**src/rtl/uart_tx_fifo.sv**
```systemverilog
// 8N1 UART transmitter with a 2**ADDRW byte FIFO in front of it.
// A byte offered while the FIFO is full is dropped, and the sticky overflow flag is set.
module uart_tx_fifo #(
  parameter int CLK_PER_BIT = 868,
  parameter int ADDRW       = 4
) (
  input  logic             clk,
  input  logic             rst,
  input  logic [7:0]       din,
  input  logic             din_valid,
  output logic             full,
  output logic             overflow,
  output logic [ADDRW:0]   count,
  output logic             busy,
  output logic             txd
);
  localparam int DEPTH = 2 ** ADDRW;
  localparam int TW    = $clog2(CLK_PER_BIT);
  localparam logic [TW-1:0]  T_LAST = TW'(CLK_PER_BIT - 1);
  localparam logic [ADDRW:0] CNT_FULL = (ADDRW+1)'(DEPTH);

  typedef enum logic [1:0] {IDLE, START, DATA, STOP} state_t;

  logic [7:0]       mem_q [DEPTH];
  logic [ADDRW-1:0] wptr_q, wptr_d, rptr_q, rptr_d;
  logic [ADDRW:0]   count_q, count_d;
  logic             overflow_q, overflow_d;
  state_t           state_q, state_d;
  logic [TW-1:0]    timer_q, timer_d;
  logic [2:0]       bit_q, bit_d;
  logic [7:0]       shreg_q, shreg_d;
  logic             txd_q, txd_d;
  logic             empty, full_w, wr, pop, t_last;

  assign full_w = (count_q == CNT_FULL);
  assign empty  = (count_q == '0);
  assign t_last = (timer_q == T_LAST);
  assign wr     = din_valid && !full_w;
  // Head byte leaves the FIFO as a new frame starts, either from IDLE or straight out of STOP.
  assign pop    = !empty && ((state_q == IDLE) || ((state_q == STOP) && t_last));

  always_ff @(posedge clk) begin
    if (rst) begin
      state_q    <= IDLE;
      timer_q    <= '0;
      bit_q      <= '0;
      shreg_q    <= '0;
      txd_q      <= 1'b1;
      wptr_q     <= '0;
      rptr_q     <= '0;
      count_q    <= '0;
      overflow_q <= 1'b0;
    end else begin
      state_q    <= state_d;
      timer_q    <= timer_d;
      bit_q      <= bit_d;
      shreg_q    <= shreg_d;
      txd_q      <= txd_d;
      wptr_q     <= wptr_d;
      rptr_q     <= rptr_d;
      count_q    <= count_d;
      overflow_q <= overflow_d;
    end
  end

  always_ff @(posedge clk) begin
    if (wr) mem_q[wptr_q] <= din;
  end

  always_comb begin
    state_d = state_q;
    case (state_q)
      IDLE:    if (!empty) state_d = START;
      START:   if (t_last) state_d = DATA;
      DATA:    if (t_last && (bit_q == 3'd7)) state_d = STOP;
      STOP:    if (t_last) state_d = empty ? IDLE : START;
      default: state_d = IDLE;
    endcase
  end

  always_comb begin
    wptr_d     = wr  ? wptr_q + 1'b1 : wptr_q;
    rptr_d     = pop ? rptr_q + 1'b1 : rptr_q;
    overflow_d = overflow_q | (din_valid & full_w);
    case ({wr, pop})
      2'b10:   count_d = count_q + 1'b1;
      2'b01:   count_d = count_q - 1'b1;
      default: count_d = count_q;
    endcase
  end

  always_comb begin
    timer_d = (state_q == IDLE || t_last) ? '0 : timer_q + TW'(1);
    bit_d   = bit_q;
    shreg_d = shreg_q;
    txd_d   = txd_q;
    case (state_q)
      IDLE: begin
        txd_d = 1'b1;
        if (pop) begin
          shreg_d = mem_q[rptr_q];
          txd_d   = 1'b0;
        end
      end
      START: if (t_last) begin
        txd_d = shreg_q[0];
        bit_d = 3'd0;
      end
      DATA: if (t_last) begin
        if (bit_q == 3'd7) begin
          txd_d = 1'b1;
        end else begin
          shreg_d = shreg_q >> 1;
          txd_d   = shreg_q[1];
          bit_d   = bit_q + 3'd1;
        end
      end
      STOP: if (t_last) begin
        if (pop) begin
          shreg_d = mem_q[rptr_q];
          txd_d   = 1'b0;
        end else begin
          txd_d = 1'b1;
        end
      end
      default: txd_d = 1'b1;
    endcase
  end

  assign full     = full_w;
  assign overflow = overflow_q;
  assign count    = count_q;
  assign busy     = (state_q != IDLE) || !empty;
  assign txd      = txd_q;
endmodule
```
**config.mk**
```make
export PLATFORM = sky130hd
export DESIGN_NAME = uart_tx_fifo
export DESIGN_NICKNAME = d
export VERILOG_FILES = /design/src/rtl/uart_tx_fifo.sv
export SDC_FILE = /design/constraint.sdc
export NUM_CORES = 1
export LEC_CHECK = 0
export CORE_MARGIN = 2
export CORE_UTILIZATION = 48
export CTS_CLUSTER_SIZE = 12
export DETAILED_ROUTE_END_ITERATION = 10
export GPL_TIMING_DRIVEN = 0
export PLACE_DENSITY = 0.64
export SYNTH_ARGS = -nofsm -noshare
export SYNTH_HDL_FRONTEND = slang
export SYNTH_SLANG_ARGS = --single-unit
```
**constraint.sdc**
```tcl
create_clock -name clk -period 7.33 [get_ports clk]
set_input_delay 1.466 -clock clk [delete_from_list [all_inputs] [get_ports clk]]
set_output_delay 1.466 -clock clk [all_outputs]
set_load 0.02 [all_outputs]
```
==> results summary <==
The area growth from synthesis to layout is 14.0%. From left edge to right edge, the die measures 127 microns. The number of global-route vias before repair came out at 4,265. The analysis attributes to cell leakage a power of 2.73 nW.

The worst reg-to-reg path cell count is 14. The largest fanout on the critical path is 10. The data arrival time at the worst-slack endpoint is 4.50 ns. In the post-synthesis netlist, the biggest area contributors are sky130_fd_sc_hd__edfxtp_1 53%, sky130_fd_sc_hd__dfxtp_1 12%, sky130_fd_sc_hd__mux2i_1 8.0%. The starting density of the core is 49.6%. The via count came out at 4,390. The count of nets left with antenna violations once routing finished came out at 0. The CTS clock-pin slew for the worst setup and hold paths came out at 0.06 ns.

After routing the design area is 8270 sq um. The cell row count came out at 44. The tree is rooted in a sky130_fd_sc_hd__clkbuf_16. The number of CTS-inserted buffers came out at 17. The final hold slack is 0.461 ns. The deepest level of the CTS H-tree is 4. Counting every sink on the clock net gives 170. The required time at the endpoint of the critical path came out at 7.68 ns.

The sequential share of the synthesized area is 64.5%. After floorplanning, the core was sized to cover 14,600 sq um. The worst min-delay path class is flip-flop to flip-flop. The area of all sequential standard cells is 4680 sq um. The count of buffers inserted at the top-level ports is 19. The type of destination of the critical path is a flip-flop.

The pin count of the biggest net entering global routing came out at 17. After synthesis, the largest family of logic cells by area is simple AND/OR/NAND/NOR gates. The net count of the mapped netlist came out at 554. The I/O pin total is 20. The insertion delay of the later-clocked pin in the worst-skew pair came out at 0.43 ns. By count the netlist is led by 128 x sky130_fd_sc_hd__edfxtp_1, 58 x sky130_fd_sc_hd__mux2i_1, 42 x sky130_fd_sc_hd__dfxtp_1, 42 x sky130_fd_sc_hd__nor2_1, 26 x sky130_fd_sc_hd__nand2_1.

Power spread over the standard cell area amounts to 339 nW/um^2. The diode insertion count for antenna repair is 0. The number of cells upsized or downsized after cts is 0. The number of warning messages in the yosys log came out at 0. The beginning of the worst register-to-register path is timer_q[0]. The count of final hold-check violations is 0. The area of the multi-input gates came out at 2390 sq um. The die covers 16,100 sq um.

The clock tree skew after final layout came out at 0.00941 ns. The number of max-cap violations is 0. The total of flip-flops plus latches after synthesis came out at 170. The highest ir drop seen on vdd came out at 181 uV. For this run, asynchronously set or reset flops after synthesis account for 0%. Hold repair after CTS inserted 0 buffers.

The maximum frequency from static timing analysis is 241 MHz. The number of setup buffers added after CTS came out at 0. In this run the vertical extent of the chip is 127 microns. In this run the most critical hold path is launched from timer_q[0]. In this run the tightest slew margin relative to its limit is 35.0%. The total negative slack came out at 0 ns. For the finished layout, the period the worst path requires is 4.15 ns.

The worst-case clock buffer depth came out at 2. sky130_fd_sc_hd__edfxtp_1 is the most common cell in the netlist. Counting instances, the worst hold path has a depth of 1. The adder and majority cell fraction of the synthesized area is 2.59%. The first global-routing pass estimated 23,600 microns of wire. The worst register-to-register path has a setup slack of 3.92 ns. The final count of pins violating max slew is 0.

The share of the synthesized area in compound gates (AO/OA/AOI/OAI) came out at 8.21%. The per-instance average area after synthesis is 13.7 sq um. The share of cells above drive strength 1 came out at 10.5%.

The routed via count divided by cell count came out at 5.75. The share of the cycle needed by the critical path after routing is 56.6%. The mean routed wirelength per cell is 20.0 microns. Global routing used 19.7% of the available tracks.

STA classifies the critical path startpoint as an input pin. The proportion of synthesized area in mux cells is 10.0%. Of the total synthesized cell area, the portion taken by XOR and XNOR cells is 1.81%. The number of standard cells after synthesis is 528. TritonCTS built the clock tree. The sum of routed wire length over all layers came out at 15,200 microns.

The routability congestion estimate from global placement is 0.822. Setup violations remaining at the end of the flow were counted as 0. The post-detailed-route DRC marker count came out at 0. In this run the cell area measured after placement is 7700 sq um. After Yosys synthesis, and, or, nand and nor cells account for 10.0% of the synthesized area. The largest area contributor in the synthesized netlist is sky130_fd_sc_hd__edfxtp_1. The synthesized netlist occupies a cell area of 7260 sq um. The slew at the pin closest to its max-slew limit came out at 0.972 ns. The endpoint identified for the worst register-to-register timing path is count[2]. The run finished with clean final reports.

The worst hold path terminates at timer_q[0]. The filler cells instantiated in the layout total 1,188. The critical setup path kind is input pin to flip-flop. Setup repair after global routing left no endpoint under its margin.

In this run the biggest area consumer among cell types represents 53.0% of the synthesized area. The net count of the finished layout is 592. The first-pass iteration count of the detailed router is 4. The number of antenna violations at the first check in global routing is 0.

The violation count after the first detailed-route iteration is 330. The number of distinct library cells after synthesis is 64. The aggregate global routing overflow is 0. The detailed placer's ending HPWL is 10,200 microns.

The number of synthesized flops with an enable pin is 128. The most used flip-flop cell after synthesis is sky130_fd_sc_hd__edfxtp_1.
sequential cells by signal, indices dropped and copies added, names as in the netlist, named ones only:
register  cells
mem_q       128
count         5
state_q       2
wptr_q        4
bit_q         3
shreg_q       8
overflow      1
txd           1
timer_q      10
rptr_q        4
critical path, stage by stage:
cell and delay, ns:
sky130_fd_sc_hd__clkdlybuf4s50_1 0.58, sky130_fd_sc_hd__a21boi_0 0.31, sky130_fd_sc_hd__clkbuf_1 0.39, sky130_fd_sc_hd__inv_1 0.09, sky130_fd_sc_hd__ha_1 0.21, sky130_fd_sc_hd__clkbuf_1 0.20
sky130_fd_sc_hd__xor2_1 0.19, sky130_fd_sc_hd__ha_1 0.18, sky130_fd_sc_hd__inv_1 0.08, sky130_fd_sc_hd__and4_1 0.19, sky130_fd_sc_hd__or4_1 0.46, sky130_fd_sc_hd__a21oi_1 0.14
metrics by stage:
| step | total power [mW] | worst slack [ns] | cells | utilization, % |
|---|---|---|---|---|
| 6_report | 2.81 | 3.18 | 763 | 56.5 |
| 5_1_grt | 2.94 | 2.95 | 763 | 56.5 |
| 4_1_cts | 2.82 | 3.22 | 763 | 56.5 |
| 3_5_place_dp | 1.95 | 2.78 | 731 | 52.6 |
| 3_3_place_gp | 1.93 | 2.75 | 731 | 52.4 |
| 2_1_floorplan | 1.72 | 3.73 | 528 | - |
per-layer routing:
metal,GRT usage [%],vias to the layer above,part of all wire (%)
met5,0,-,0
met2,29.9,94,46
li1,-,2086,-
met3,3.56,23,3.6
met1,28.8,2187,49
met4,6.98,0,1.6
how the worst max path moves through the flow:
| stage | start | endpoint | cells past startpoint |
|---|---|---|---|
| final | din_valid | count[2] | 12 |
| after global routing | din_valid | count[2] | 12 |
| after CTS | din_valid | count[2] | 12 |
| after detailed placement | din_valid | count[2] | 12 |
| after global placement | din_valid | mem_q[1][6] | 5 |
| after floorplan | din_valid | count[2] | 11 |
report_power, final:
part	switching [mW]	internal (mW)	leakage, nW
clock network	0.372	0.504	0.276
logic	0.455	0.331	0.954
registers	0.0429	1.10	1.50
total	0.870	1.94	2.73
cell type report:
cell class / instances / share of cell area, %
inverters: 12 / 0.544
clock buffers: 19 / 5.23
repair buffers: 19 / 2.30
well taps: 184 / 2.78
clock inverters: 13 / 1.71
flip-flops and latches: 170 / 56.6
plain buffers: 29 / 1.91
multi-input cells: 317 / 28.9
layout by cell type (no fill, tap or decap), types with 4 or more instances in the layout:
cell / count
sky130_fd_sc_hd__dfxtp_1: 42
sky130_fd_sc_hd__a22oi_1: 21
sky130_fd_sc_hd__mux4_2: 6
sky130_fd_sc_hd__buf_4: 5
sky130_fd_sc_hd__a22o_1: 7
sky130_fd_sc_hd__inv_1: 11
sky130_fd_sc_hd__clkdlybuf4s50_1: 19
sky130_fd_sc_hd__xnor2_1: 8
sky130_fd_sc_hd__inv_6: 4
sky130_fd_sc_hd__ha_1: 15
sky130_fd_sc_hd__or4_1: 6
sky130_fd_sc_hd__nand3_1: 11
sky130_fd_sc_hd__nor3_1: 5
sky130_fd_sc_hd__nor2_1: 42
sky130_fd_sc_hd__nand2_1: 26
sky130_fd_sc_hd__clkbuf_16: 17
sky130_fd_sc_hd__edfxtp_1: 128
sky130_fd_sc_hd__xor2_1: 7
sky130_fd_sc_hd__nor2b_1: 11
sky130_fd_sc_hd__mux2i_1: 58
sky130_fd_sc_hd__buf_2: 6
sky130_fd_sc_hd__a21oi_1: 25
sky130_fd_sc_hd__nor3_2: 4
sky130_fd_sc_hd__o22ai_1: 4
sky130_fd_sc_hd__or3_1: 4
sky130_fd_sc_hd__clkbuf_1: 14
cell families (layout without fill, tap and decap cells):
family,Yosys count,count (layout)
multiplexers,65,65
adder cells (fa/ha/maj),15,15
AND/OR/NAND/NOR,138,138
flip-flops,170,170
XOR/XNOR,15,15
buffers and inverters,41,92
AO/OA/AOI/OAI,84,84
Power figures use the tool's default switching activity.
